`src/rtl/bfxp_pkg.sv`:
```
// Shared types and helpers for the bit-field extract/place arbiter slice.
// Holds the operation/result structs and the field-mask helper.
package bfxp_pkg;

  localparam int XLEN     = 32;
  localparam int SHW      = 5;
  localparam int ID_MAX_W = 2;

  typedef struct packed {
    logic [XLEN-1:0] rs1;
    logic [XLEN-1:0] rs2;
    logic [SHW-1:0]  start;
    logic [SHW-1:0]  len;
    logic [SHW-1:0]  dest;
    logic            bfxpc;
  } bfxp_op_t;

  typedef struct packed {
    logic [XLEN-1:0]     data;
    logic [ID_MAX_W-1:0] id;
  } bfxp_res_t;

  // Bits dest..min(dest+len-1, 31); an empty field yields an all-zero mask.
  function automatic logic [XLEN-1:0] field_mask(input logic [SHW-1:0] dest,
                                                 input logic [SHW-1:0] len);
    logic [SHW:0] hi;
    logic [XLEN-1:0] lo_m;
    logic [XLEN-1:0] hi_m;
    hi = {1'b0, dest} + {1'b0, len} - 6'd1;
    if (hi > 6'd31) begin
      hi = 6'd31;
    end else begin
      hi = hi;
    end
    lo_m = {XLEN{1'b1}} << dest;
    hi_m = {XLEN{1'b1}} >> (5'd31 - hi[SHW-1:0]);
    if (len == 5'd0) begin
      return {XLEN{1'b0}};
    end else begin
      return lo_m & hi_m;
    end
  endfunction

endpackage

```
`src/rtl/bfxp_dp.sv`:
```
// Single-cycle bit-field extract/place datapath with a registered result.
// The result register carries no reset; consumers must qualify it.
module bfxp_dp
  import bfxp_pkg::*;
(
  input  logic            clock,
  input  bfxp_op_t        op,
  output logic [XLEN-1:0] result
);

  logic [SHW-1:0]  amt_s;
  logic [XLEN-1:0] rot_s;
  logic [XLEN-1:0] mask_s;
  logic [XLEN-1:0] res_s;

  // Rotate source into place, then merge the field over the background word.
  always_comb begin
    amt_s  = op.start - op.dest;
    rot_s  = XLEN'({op.rs1, op.rs1} >> amt_s);
    mask_s = field_mask(op.dest, op.len);
    res_s  = ((rot_s ^ {XLEN{op.bfxpc}}) & mask_s) | (op.rs2 & ~mask_s);
  end

  // Result register.
  always_ff @(posedge clock) begin
    result <= res_s;
  end

endmodule

```
`src/rtl/bfxp_rr_arb.sv`:
```
// Parameterised round-robin grant; the pointer names the highest-priority
// requester and advances past the winner only when en is high.
module bfxp_rr_arb #(
  parameter int N   = 2,
  parameter int IDW = 1
) (
  input  logic           clock,
  input  logic           reset,
  input  logic [N-1:0]   req,
  input  logic           en,
  output logic [N-1:0]   grant,
  output logic [IDW-1:0] grant_id
);

  logic [IDW-1:0] ptr_r;
  logic [N-1:0]   req_rot_s;
  logic [N-1:0]   gnt_rot_s;
  logic [IDW-1:0] off_s;
  logic           found_s;
  logic [IDW:0]   sum_s;
  logic [IDW:0]   nxt_s;

  // Rotate requests so the pointer sits at bit 0, pick the lowest, rotate back.
  always_comb begin
    req_rot_s = N'({req, req} >> ptr_r);
    gnt_rot_s = '0;
    off_s     = '0;
    found_s   = 1'b0;
    for (int k = 0; k < N; k++) begin
      if (!found_s && req_rot_s[k]) begin
        gnt_rot_s[k] = 1'b1;
        off_s        = IDW'(k);
        found_s      = 1'b1;
      end else begin
        found_s = found_s;
      end
    end
    grant = N'(({gnt_rot_s, gnt_rot_s} << ptr_r) >> N);
    sum_s = {1'b0, ptr_r} + {1'b0, off_s};
    if (sum_s >= (IDW+1)'(N)) begin
      sum_s = sum_s - (IDW+1)'(N);
    end else begin
      sum_s = sum_s;
    end
    grant_id = sum_s[IDW-1:0];
    nxt_s    = {1'b0, grant_id} + (IDW+1)'(1);
    if (nxt_s == (IDW+1)'(N)) begin
      nxt_s = '0;
    end else begin
      nxt_s = nxt_s;
    end
  end

  // Priority pointer.
  always_ff @(posedge clock or posedge reset) begin
    if (reset) begin
      ptr_r <= '0;
    end else if (en) begin
      ptr_r <= nxt_s[IDW-1:0];
    end
  end

endmodule

```
`src/rtl/bfxp_arbiter.sv`:
```
// Shares one bfxp datapath between NREQ requesters: round-robin issue,
// one-cycle datapath, 2-entry in-order result FIFO tagged with requester id.
module bfxp_arbiter
  import bfxp_pkg::*;
#(
  parameter int NREQ = 2,
  parameter int IDW  = 1
) (
  input  logic                 clock,
  input  logic                 reset,
  input  logic [NREQ-1:0]      req_valid,
  output logic [NREQ-1:0]      req_ready,
  input  logic [32*NREQ-1:0]   req_rs1,
  input  logic [32*NREQ-1:0]   req_rs2,
  input  logic [5*NREQ-1:0]    req_start,
  input  logic [5*NREQ-1:0]    req_len,
  input  logic [5*NREQ-1:0]    req_dest,
  input  logic [NREQ-1:0]      req_bfxpc,
  output logic                 resp_valid,
  input  logic                 resp_ready,
  output logic [31:0]          resp_data,
  output logic [IDW-1:0]       resp_id,
  output logic                 busy
);

  bfxp_op_t        ops_s [NREQ];
  bfxp_op_t        op_s;
  logic [NREQ-1:0] grant_s;
  logic [IDW-1:0]  grant_id_s;
  logic            issue_allowed_s;
  logic            issue_s;
  logic            pop_s;
  logic            push_s;
  logic [2:0]      occ_s;
  logic [XLEN-1:0] dp_result_s;
  bfxp_res_t       push_entry_s;
  bfxp_res_t       head_s;

  logic            inflight_r;
  logic [IDW-1:0]  id_r;
  bfxp_res_t       fifo_mem_r [2];
  logic            rd_ptr_r;
  logic            wr_ptr_r;
  logic [1:0]      count_r;

  for (genvar i = 0; i < NREQ; i++) begin : g_ops
    assign ops_s[i] = '{rs1:   req_rs1[32*i +: 32],
                        rs2:   req_rs2[32*i +: 32],
                        start: req_start[5*i +: 5],
                        len:   req_len[5*i +: 5],
                        dest:  req_dest[5*i +: 5],
                        bfxpc: req_bfxpc[i]};
  end

  bfxp_rr_arb #(
    .N   (NREQ),
    .IDW (IDW)
  ) u_arb (
    .clock    (clock),
    .reset    (reset),
    .req      (req_valid),
    .en       (issue_s),
    .grant    (grant_s),
    .grant_id (grant_id_s)
  );

  bfxp_dp u_dp (
    .clock  (clock),
    .op     (op_s),
    .result (dp_result_s)
  );

  // Issue control: at most two results may be owed (in flight plus queued).
  always_comb begin
    pop_s           = resp_valid & resp_ready;
    push_s          = inflight_r;
    occ_s           = {1'b0, count_r} + {2'b00, inflight_r};
    issue_allowed_s = ((occ_s - {2'b00, pop_s}) < 3'd2) & ~reset;
    req_ready       = grant_s & {NREQ{issue_allowed_s}};
    issue_s         = |(req_valid & req_ready);
    op_s            = ops_s[grant_id_s];
    push_entry_s    = '{data: dp_result_s, id: ID_MAX_W'(id_r)};
    head_s          = fifo_mem_r[rd_ptr_r];
  end

  // Launch tracking; only a tracked launch may be captured from the datapath.
  always_ff @(posedge clock or posedge reset) begin
    if (reset) begin
      inflight_r <= 1'b0;
      id_r       <= '0;
    end else begin
      inflight_r <= issue_s;
      if (issue_s) begin
        id_r <= grant_id_s;
      end
    end
  end

  // Result FIFO storage and pointers.
  always_ff @(posedge clock or posedge reset) begin
    if (reset) begin
      fifo_mem_r[0] <= '0;
      fifo_mem_r[1] <= '0;
      rd_ptr_r      <= 1'b0;
      wr_ptr_r      <= 1'b0;
      count_r       <= 2'd0;
    end else begin
      if (push_s) begin
        fifo_mem_r[wr_ptr_r] <= push_entry_s;
        wr_ptr_r             <= ~wr_ptr_r;
      end
      if (pop_s) begin
        rd_ptr_r <= ~rd_ptr_r;
      end
      count_r <= count_r + {1'b0, push_s} - {1'b0, pop_s};
    end
  end

  // Outputs come straight from FIFO state, so they hold while stalled.
  always_comb begin
    resp_valid = (count_r != 2'd0);
    resp_data  = head_s.data;
    resp_id    = IDW'(head_s.id);
    busy       = inflight_r | (count_r != 2'd0);
  end

endmodule

```
`config.mk`:
```
export PLATFORM = sky130hd
export DESIGN_NAME = bfxp_arbiter
export DESIGN_NICKNAME = d
export VERILOG_FILES = /design/src/rtl/bfxp_pkg.sv /design/src/rtl/bfxp_dp.sv /design/src/rtl/bfxp_rr_arb.sv /design/src/rtl/bfxp_arbiter.sv
export SDC_FILE = /design/constraint.sdc
export NUM_CORES = 1
export LEC_CHECK = 0
export BUFFER_PORTS_ARGS = -buffer_cell sky130_fd_sc_hd__buf_2
export CAP_MARGIN = 20
export CORE_UTILIZATION = 40
export DETAILED_ROUTE_END_ITERATION = 16
export PLACE_DENSITY = 0.74
export SYNTH_ARGS = -nofsm -noshare
export SYNTH_HDL_FRONTEND = slang
export SYNTH_SLANG_ARGS = --single-unit
export TNS_END_PERCENT = 100
```
`constraint.sdc`:
```
create_clock -name clock -period 9.4 [get_ports clock]
set_input_delay 2.35 -clock clock [delete_from_list [all_inputs] [get_ports clock]]
set_output_delay 2.35 -clock clock [all_outputs]
set_load 0.02 [all_outputs]
```
==> flow_summary.toml, run 1 <==
[global_routing]
overflow = 0
track_usage_pct = 21.8
grt_first_pass_wirelength_mm = 35.9
grt_pass1_vias = 6647
antenna_found_initial = 0
grt_max_degree = 73

[pwr]
p_sw_mw = 2.21
vdd_drop_max_v = 0.000245
p_int_mw = 2.30
p_leak_nw = 4.67
clkPwrFrac_pct = 8.0
combPwrFrac_pct = 73.2
power.density_mw_per_mm2 = 461
power_mw = 4.51
netSwitchingFraction_pct = 49.0
seqPwrFrac_pct = 18.8

[sta]
rsz0062_at_grt = "false"
period_minus_slack_ns = 6.78
setup_violations = 0
finalSetupTns_ns = 0
clock-skew-final_ns = 0.00947
tightest_slew_ns = 0.888
slew_viol_final = 0
fin_crit_sh_pct = 72.2
worst_slack_ns = 2.62
max_freq_mhz = 147
slew_headroom_pct = 40.8
finalHoldViolCount = 0

[placement]
dpl_worst_slack_ns = 2.60
dp_hpwl_mm = 18.4
place_congestion = 0.965
port-buffer-count = 201

[setup_path]
path_common_cell = "inv_1"
worstPathMaxFanout = 3
regToRegSetupSlack_ns = 4.69
crit_path_end_kind = "output pin"
start_kind = "input pin"
cp_slowest_cell = "fa_1"
slowest_delay_ns = 0.47
worstSetupPathType = "in -> out"
arrival_ns = 4.43
cp.required_ns = 7.05
path_cells = "buf_2 -> and2_1 -> ha_1 -> inv_1 -> ha_1 -> inv_1 -> fa_1 -> inv_1 -> nor3_1 -> nand2_1 -> a21oi_1 -> buf_2"

[logic_synthesis]
synthesis.area_mm2 = 0.00818
synth_area_per_cell_um2 = 10.7
yosys_warnings = 0
synth_cell_types = 50
ys_async_sr_fraction_pct = 69.5
synth_nets = 948
ys_ff_latch = 105
syn_inst = 765
synth-seq-area-share_pct = 30.2
synth-edff-count = 0
synth_flop_cell = "dfrtp_1"

[detailed_routing]
vias = 6673
dr_wl_met3_mm = 1.30
route.top_layer_used = "met4"
wl_met1_mm = 10.3
wl_met2_mm = 11.1
firstDrtPassIters = 4
wl_mm = 22.9
drc = 0
antenna_left = 0
drt_iter0_markers = 365
routed_via_density = 5.50
wl_per_cell_um = 18.9

[clock_tree]
clk_pin_slew_ns = 0.07
cts_buffers = 9
htree_levels = 3
cts_root_buf = "clkbuf_16"
clk-insertion-delay-late_ns = 0.34
clock_sinks = 105
postCtsSetupBuffers = 0
cts_resized = 0
cts_buffer_depth = 2
cts_tree = "done"
cts_hold_buf = 0

[finish]
nets = 1126
syn_to_final_growth_pct = 19.4
diodes = 0
fill_cells = 1806
drive_gt1_share_pct = 39.5

[floorplan]
initial_utilization_pct = 41.5
rows = 51
dieArea_mm2 = 0.0210
top_level_ports = 202
core-area_mm2 = 0.0197
die_w_um = 145
die_height_um = 145

[outcome]
status = "finished, final reports clean"

[flow_run]
max_cap_violations = 0

[min_path]
hold_path.class = "reg -> reg"
[cell type report]
| class | instances | area (µm²) | share of cell area (%) |
|---|---|---|---|
| clock inverters | 4 | 32.5 | 0.333 |
| multi-input cells | 590 | 5460 | 55.9 |
| clock buffers | 12 | 256 | 2.63 |
| inverters | 24 | 90.1 | 0.922 |
| repair buffers | 213 | 1130 | 11.6 |
| well taps | 265 | 332 | 3.40 |
| flip-flops and latches | 105 | 2470 | 25.3 |
[worst paths after layout]
path,from,endpoint,depth (start not counted)
setup / recovery,resp_ready,req_ready[1],12
hold / removal,u_dp.result[31]$_DFF_P_,fifo_mem_r[33]$_DFFE_PP0P_,1
setup reg to reg,u_arb.ptr_r$_DFFE_PP0P_,u_dp.result[19]$_DFF_P_,18
hold reg to reg,u_dp.result[31]$_DFF_P_,fifo_mem_r[33]$_DFFE_PP0P_,1
max in group asynchronous,reset,rd_ptr_r$_DFFE_PP0P_,3
min in group asynchronous,reset,count_r[1]$_DFF_PP0_,2
[power by group through the flow]
stage / clock network (mW) / registers (mW) / logic [mW]
6_report: 0.359 / 0.848 / 3.30
5_1_grt: 0.383 / 0.881 / 3.56
4_1_cts: 0.367 / 0.848 / 3.27
3_5_place_dp: 0 / 0.855 / 3.25
3_3_place_gp: 0 / 0.844 / 3.21
2_1_floorplan: 0 / 0.775 / 2.48
[cell usage after synthesis (4+ instances only)]
master    instances  area share, %
a211oi_1         18            1.7
a21o_1            4           0.37
a21oi_1          31            1.9
a221oi_1          5           0.54
a31oi_1           5           0.38
and2_1           19            1.5
buf_1            12           0.55
buf_2             6           0.37
buf_4             4           0.37
clkbuf_1         22            1.0
dfrtp_1          73             22
dfxtp_1          32            7.8
ha_1             15            2.3
inv_1            23            1.1
mux2_2           98             13
mux2i_1         161             20
mux4_2           34            9.4
nand2_1          58            2.7
nand2b_1          6           0.46
nand3_1           6           0.37
nor2_1           17           0.78
nor2b_1           4           0.31
nor3_1           10           0.61
o211ai_1          4           0.37
o21ai_0          13           0.80
o21ai_1           5           0.31
xnor2_1           5           0.54
xor2_1           40            4.3
[cell families (layout without fill, tap and decap cells)]
logic type	after synthesis	after routing	share of synthesized area, %
DFF	105	105	30.2
AOI/OAI and AO/OA	98	98	7.71
buffers and inverters	70	253	3.72
muxes	293	293	42.6
xor gates and xnor gates	45	45	4.82
and+or+nand+nor	136	136	7.97
adders and majority gates	18	18	3.03
[cell usage in the layout (no fill, tap or decap), drive strengths merged, types with 5 or more instances in the layout]
master | synthesis | layout
and2 | 19 | 19
dfxtp | 32 | 32
mux4 | 34 | 34
a21oi | 31 | 31
a31oi | 5 | 5
xor2 | 40 | 40
a211oi | 18 | 18
nor2 | 19 | 19
o21ai | 19 | 19
a221oi | 5 | 5
ha | 15 | 15
nand3 | 6 | 6
dfrtp | 73 | 73
mux2i | 161 | 161
nor3 | 10 | 10
nand2b | 6 | 6
xnor2 | 5 | 5
inv | 23 | 25
mux2 | 98 | 98
buf | 24 | 213
nand2 | 58 | 58
clkbuf | 22 | 12
[critical path, delay by kind of cell]
kind                       cells  cell delay (ns)
AOI/OAI and AO/OA              1             0.22
adders and majority gates      3             0.89
and+or+nand+nor                3             0.52
buffers and inverters          5             0.45
[sequential cells by signal (all words and copies together) (netlist names)]
register,count
u_arb.ptr_r,1
u_dp.result,32
fifo_mem_r,66
rd_ptr_r,1
inflight_r,1
count_r,2
wr_ptr_r,1
id_r,1
[metal layers]
| layer | global-route usage [%] | vias up |
|---|---|---|
| li1 | - | 3180 |
| met1 | 29.2 | 3223 |
| met2 | 36.9 | 254 |
| met3 | 3.11 | 16 |
| met4 | 5.21 | 0 |
| met5 | 0 | - |
[stage by stage]
step / util (%) / instance area, µm² / hold slack (ns) / std cells
4_1_cts: 49.3 / 9720 / 0.482 / 1211
3_5_place_dp: 47.8 / 9430 / 0.472 / 1195
5_1_grt: 49.5 / 9770 / 0.504 / 1213
6_report: 49.5 / 9770 / 0.481 / 1213
2_1_floorplan: - / 8180 / 0.444 / 765
3_3_place_gp: 47.8 / 9430 / 0.467 / 1195
(Power assumes the default switching activity.)
==> inputs of run 2 (changes only) <==
--- a/config.mk
+++ b/config.mk
@@ -5,11 +5,12 @@
 export SDC_FILE = /design/constraint.sdc
 export NUM_CORES = 1
 export LEC_CHECK = 0
+export ABC_AREA = 1
 export BUFFER_PORTS_ARGS = -buffer_cell sky130_fd_sc_hd__buf_2
 export CAP_MARGIN = 20
 export CORE_UTILIZATION = 40
 export DETAILED_ROUTE_END_ITERATION = 16
-export PLACE_DENSITY = 0.74
+export PLACE_DENSITY = 0.72
 export SYNTH_ARGS = -nofsm -noshare
 export SYNTH_HDL_FRONTEND = slang
 export SYNTH_SLANG_ARGS = --single-unit
==> constraint.sdc (replaced) <==
create_clock -name clock -period 7 [get_ports clock]
set_input_delay 1.75 -clock clock [delete_from_list [all_inputs] [get_ports clock]]
set_output_delay 1.75 -clock clock [all_outputs]
set_load 0.02 [all_outputs]
==> flow_summary.toml, run 2 <==
[outcome]
status = "finished, final reports clean"

[setup_path]
critPathTopFamily = "simple AND/OR/NAND/NOR gates"
worstRegToRegCells = 21
start_kind = "input pin"
arrival_ns = 5.86
slowest_delay_ns = 0.54
path_cells = "buf_2 -> inv_1 -> nand2_1 -> nand3_4 -> inv_2 -> o21ai_1 -> inv_1 -> ha_1 -> inv_1 -> ha_1 -> inv_1 -> fa_1 -> o21ai_2 -> xor2_1 -> nor2_1 -> inv_1 -> o21ai_0 -> nand2_1 -> nand2_1 -> nor2_1 -> nand3_1 -> nand2_1"
worstReg2RegStart = "u_arb.ptr_r$_DFFE_PP0P_"
cp.required_ns = 7.24
worstPathMaxFanout = 10
crit_path_end_kind = "register"
worstSetupPathType = "in -> reg"
crit_start = "req_valid[1]"
cp_num_buf_inv = 7
worst-path-stages = 22
cp_slowest_cell = "nor2_1"
path_common_cell = "inv_1"

[clock_tree]
cts_buffers = 9
postCtsSetupBuffers = 0
htree_levels = 3
clk-insertion-delay-late_ns = 0.35
cts_resized = 0
cts_hold_buf = 0
clk_pin_slew_ns = 0.07
cts_tree = "done"
cts_buffer_depth = 2
clock_sinks = 105
cts_root_buf = "clkbuf_16"

[logic_synthesis]
synth-seq-area-share_pct = 25.3
synth_area_per_cell_um2 = 5.79
synth_flop_cell = "dfrtp_1"
syn_inst = 1680
yosys_warnings = 0
synth-edff-count = 0
synth_cell_types = 37
yosys-top-cells-count = "nand3_1 (554), nand2_1 (517), inv_1 (135)"
ys_ff_latch = 105
ys_async_sr_fraction_pct = 69.5
synthesis.area_mm2 = 0.00974
yosys-top-cells-area = "nand3_1 (28%), nand2_1 (20%), dfrtp_1 (19%)"
synth_top_cell_by_area = "nand3_1"
synth_top_cell_area_share_pct = 28.5
synth_nets = 1863
synth.most_common_cell = "nand3_1"

[detailed_routing]
wl_mm = 35.3
drc = 0
vias = 11700
drt_iter0_markers = 1303
routed_via_density = 5.51
antenna_left = 0
firstDrtPassIters = 5
wl_per_cell_um = 16.6

[finish]
top_regs = "fifo_mem_r x66, u_dp.result x32, count_r x2"
drive_gt1_share_pct = 14.6
layout_commonest_cell = "nand3_1"
mostFrequentLayoutCells = "nand3_1 (553), nand2_1 (517), buf_2 (201)"
stdcell_count = 2131
syn_to_final_growth_pct = 14.8
nets = 1990
diodes = 0
regMostFlops = "fifo_mem_r"
largest_reg_flops = 66

[flow_run]
max_cap_violations = 0

[sta]
fin_crit_sh_pct = 80.2
tightest_slew_ns = 0.971
rsz0062_at_grt = "false"
max_freq_mhz = 178
slew_headroom_pct = 35.2
setup_violations = 0
holdWs_ns = 0.463
clock-skew-final_ns = 0.0111
finalHoldViolCount = 0
period_minus_slack_ns = 5.61
finalSetupTns_ns = 0
slew_viol_final = 0

[global_routing]
grt_max_degree = 68
grt_pass1_vias = 10800
antenna_found_initial = 0
track_usage_pct = 28.6
grt_first_pass_wirelength_mm = 55.9
overflow = 0

[floorplan]
dieArea_mm2 = 0.0250
die_height_um = 158
core-area_mm2 = 0.0237
initial_utilization_pct = 41.1
top_level_ports = 202
die_w_um = 158
rows = 56

[min_path]
whs_path_depth = 2
hold_path.class = "reg -> reg"
hp-start = "u_dp.result[15]$_DFF_P_"

[placement]
dp_hpwl_mm = 27.0
port-buffer-count = 201
place_congestion = 0.941
placed_cells = 2113
==> run 2: logic make-up after synthesis <==
| logic type | count (synthesis) | share of synthesized area [%] |
|---|---|---|
| xor gates and xnor gates | 7 | 0.630 |
| adders and majority gates | 18 | 2.54 |
| DFF | 105 | 25.3 |
| buffers and inverters | 250 | 10.3 |
| AOI/OAI and AO/OA | 139 | 7.75 |
| muxes | 3 | 0.308 |
| and+or+nand+nor | 1158 | 53.1 |
==> run 2: tightest hold or removal path: stages (launching register included) <==
cell and delay, ns:
dfxtp_1 0.30, inv_1 0.05, o21ai_0 0.07
==> run 2: cell type report <==
class / count / area [µm²]
multi-input combinational: 1325 / 6300
sequential: 105 / 2470
fill: 2611 / 12500
timing repair buffer: 222 / 1200
tap: 319 / 399
clock buffer: 10 / 229
inverter: 144 / 543
clock inverter: 6 / 42.5
==> run 2: final timing paths <==
kind	end	slack, ns
max	u_dp.result[9]$_DFF_P_	1.39
min	fifo_mem_r[17]$_DFFE_PP0P_	0.46
max in group asynchronous	fifo_mem_r[22]$_DFFE_PP0P_	4.62
min reg2reg	fifo_mem_r[17]$_DFFE_PP0P_	0.46
min in group asynchronous	fifo_mem_r[43]$_DFFE_PP0P_	1.31
max reg2reg	u_dp.result[9]$_DFF_P_	2.57
==> run 2: routing by layer <==
layer | global-route usage, % | share of wire, % | vias to the layer above
li1 | - | - | 5818
met1 | 37.8 | 44 | 5410
met2 | 47.9 | 47 | 447
met3 | 3.72 | 5.5 | 72
met4 | 9.84 | 3.0 | 0
met5 | 0 | 0 | -
==> run 2: through the flow <==
stage / cell area, µm² / setup slack [ns] / utilization [%]
final: 11200 / 1.39 / 47.2
after global routing: 11200 / 1.05 / 47.2
after CTS: 11100 / 1.40 / 47.0
after detailed placement: 10900 / 1.03 / 45.8
after global placement: 10900 / 1.19 / 45.8
after floorplan: 9740 / 1.81 / -
Power of run 2 is not shown: default switching activity piles up to over one toggle a cycle in this logic, so the estimate is an artifact.
==> inputs of run 3 (changes only) <==
--- a/config.mk
+++ b/config.mk
@@ -5,12 +5,12 @@
 export SDC_FILE = /design/constraint.sdc
 export NUM_CORES = 1
 export LEC_CHECK = 0
-export ABC_AREA = 1
+export ABC_AREA = 0
 export BUFFER_PORTS_ARGS = -buffer_cell sky130_fd_sc_hd__buf_2
 export CAP_MARGIN = 20
 export CORE_UTILIZATION = 40
 export DETAILED_ROUTE_END_ITERATION = 16
-export PLACE_DENSITY = 0.72
+export PLACE_DENSITY = 0.74
 export SYNTH_ARGS = -nofsm -noshare
 export SYNTH_HDL_FRONTEND = slang
 export SYNTH_SLANG_ARGS = --single-unit
==> constraint.sdc (replaced) <==
create_clock -name clock -period 5.65 [get_ports clock]
set_input_delay 1.4125 -clock clock [delete_from_list [all_inputs] [get_ports clock]]
set_output_delay 1.4125 -clock clock [all_outputs]
set_load 0.02 [all_outputs]
==> flow_summary.toml, run 3 (same netlist as run 1, synthesis figures left out) <==
[detailed_routing]
vias = 6777
routed_via_density = 5.54
drt_iter0_markers = 420
antenna_left = 0
firstDrtPassIters = 4
drc = 0
wl_per_cell_um = 19.2
wl_mm = 23.6

[sta]
finalSetupTns_ns = 0
setup_violations = 0
max_freq_mhz = 197
slew_headroom_pct = 34.7
fin_crit_sh_pct = 89.9
rsz0062_at_grt = "false"
slew_viol_final = 0
finalHoldViolCount = 0
tightest_slew_ns = 0.955
clock-skew-final_ns = 0.00837
period_minus_slack_ns = 5.08

[clock_tree]
cts_hold_buf = 0
cts_buffer_depth = 2
clk-insertion-delay-late_ns = 0.35
postCtsSetupBuffers = 0
clock_sinks = 105
clk_pin_slew_ns = 0.08
cts_buffers = 9
cts_root_buf = "clkbuf_16"
cts_resized = 0
htree_levels = 3
cts_tree = "done"

[global_routing]
grt_first_pass_wirelength_mm = 36.7
grt_pass1_vias = 6742
grt_max_degree = 69
overflow = 0
track_usage_pct = 22.3
antenna_found_initial = 0

[setup_path]
worstPathMaxFanout = 13
slowest_delay_ns = 0.85
arrival_ns = 5.36
crit_path_end_kind = "register"
worstSetupPathType = "in -> reg"
cp_slowest_cell = "a2111oi_0"
path_common_cell = "inv_1"
start_kind = "input pin"
cp.required_ns = 5.93
path_cells = "buf_2 -> nor2_2 -> o21a_2 -> mux2i_1 -> ha_1 -> inv_1 -> ha_1 -> inv_1 -> fa_1 -> inv_1 -> a21o_1 -> a21oi_1 -> xor2_1 -> nand2_1 -> nor2_1 -> a2111oi_0 -> a211oi_1 -> a21oi_1"

[finish]
regMostFlops = "fifo_mem_r"
diodes = 0
syn_to_final_growth_pct = 20.5
layout.area.seq_mm2 = 0.00247
final_cell_area_mm2 = 0.00985
stdcell_count = 1224
mostFrequentLayoutCells = "buf_2 (201), mux2i_1 (160), mux2_2 (98)"
top_regs = "fifo_mem_r x66, u_dp.result x32, count_r x2"
fill_cells = 1849
drive_gt1_share_pct = 40.3
nets = 1137
largest_reg_flops = 66
multi_input_area_mm2 = 0.00546
utilization_pct = 50.0
layout_commonest_cell = "buf_2"

[outcome]
status = "finished, final reports clean"

[pwr]
p_leak_nw = 4.72
power.density_mw_per_mm2 = 774
power_mw = 7.62
vdd_drop_max_v = 0.000339

[flow_run]
max_cap_violations = 0

[floorplan]
top_level_ports = 202
dieArea_mm2 = 0.0210
die_w_um = 145
rows = 51
initial_utilization_pct = 41.5
core-area_mm2 = 0.0197
die_height_um = 145

[min_path]
hold_path.class = "reg -> reg"

[placement]
placed_area_mm2 = 0.00956
port-buffer-count = 201
placed_cells = 1208
place_congestion = 1.00
dp_hpwl_mm = 19.2
[run 3: metrics by stage]
stage / setup slack (ns) / hold slack, ns
after detailed placement: 0.191 / 0.472
after global routing: 0.260 / 0.507
after floorplan: 0.294 / 0.444
final: 0.573 / 0.486
after CTS: 0.561 / 0.489
after global placement: 0.263 / 0.459
[run 3: cell type report]
type | count | area share (%)
Inverter | 24 | 0.914
Sequential cell | 105 | 25.1
Multi-Input combinational cell | 590 | 55.4
Tap cell | 265 | 3.37
Clock buffer | 9 | 2.29
Clock inverter | 7 | 0.648
Timing Repair Buffer | 224 | 12.3
[run 3: power breakdown]
group          total [mW]  switching (mW)  leakage, nW  internal [mW]
clock               0.601           0.294        0.136          0.307
combinational        5.61            3.19         3.44           2.42
sequential           1.41           0.257         1.15           1.16
total                7.62            3.74         4.72           3.88
[run 3: critical path, delay by kind of cell]
kind | cells | cell delay [ns]
compound gates | 6 | 1.73
xor+xnor | 1 | 0.18
mux | 1 | 0.31
simple gates | 3 | 0.52
fa+ha+maj | 3 | 0.87
buf+inv | 4 | 0.32
[run 3: path summary, 6_finish.rpt]
kind                       slack [ns]  depth (start not counted)                     from                          to
min reg2reg                      0.49                          1  u_dp.result[28]$_DFF_P_  fifo_mem_r[30]$_DFFE_PP0P_
min in group asynchronous        0.94                          2                    reset        inflight_r$_DFF_PP0_
max reg2reg                      1.33                         17  u_arb.ptr_r$_DFFE_PP0P_      u_dp.result[2]$_DFF_P_
max                              0.57                         18             req_valid[1]      u_dp.result[2]$_DFF_P_
max in group asynchronous        3.65                          3                    reset   fifo_mem_r[5]$_DFFE_PP0P_
min                              0.49                          1  u_dp.result[28]$_DFF_P_  fifo_mem_r[30]$_DFFE_PP0P_
[run 3: metal layers]
layer | wire length [µm] | track usage (%) | part of all wire (%) | vias to the layer above
met4 | 597 | 7.61 | 2.5 | 0
met2 | 10900 | 36.8 | 46 | 300
met3 | 1560 | 3.02 | 6.6 | 29
met5 | 0 | 0 | 0 | -
li1 | - | - | - | 3197
met1 | 10500 | 30.0 | 44 | 3251
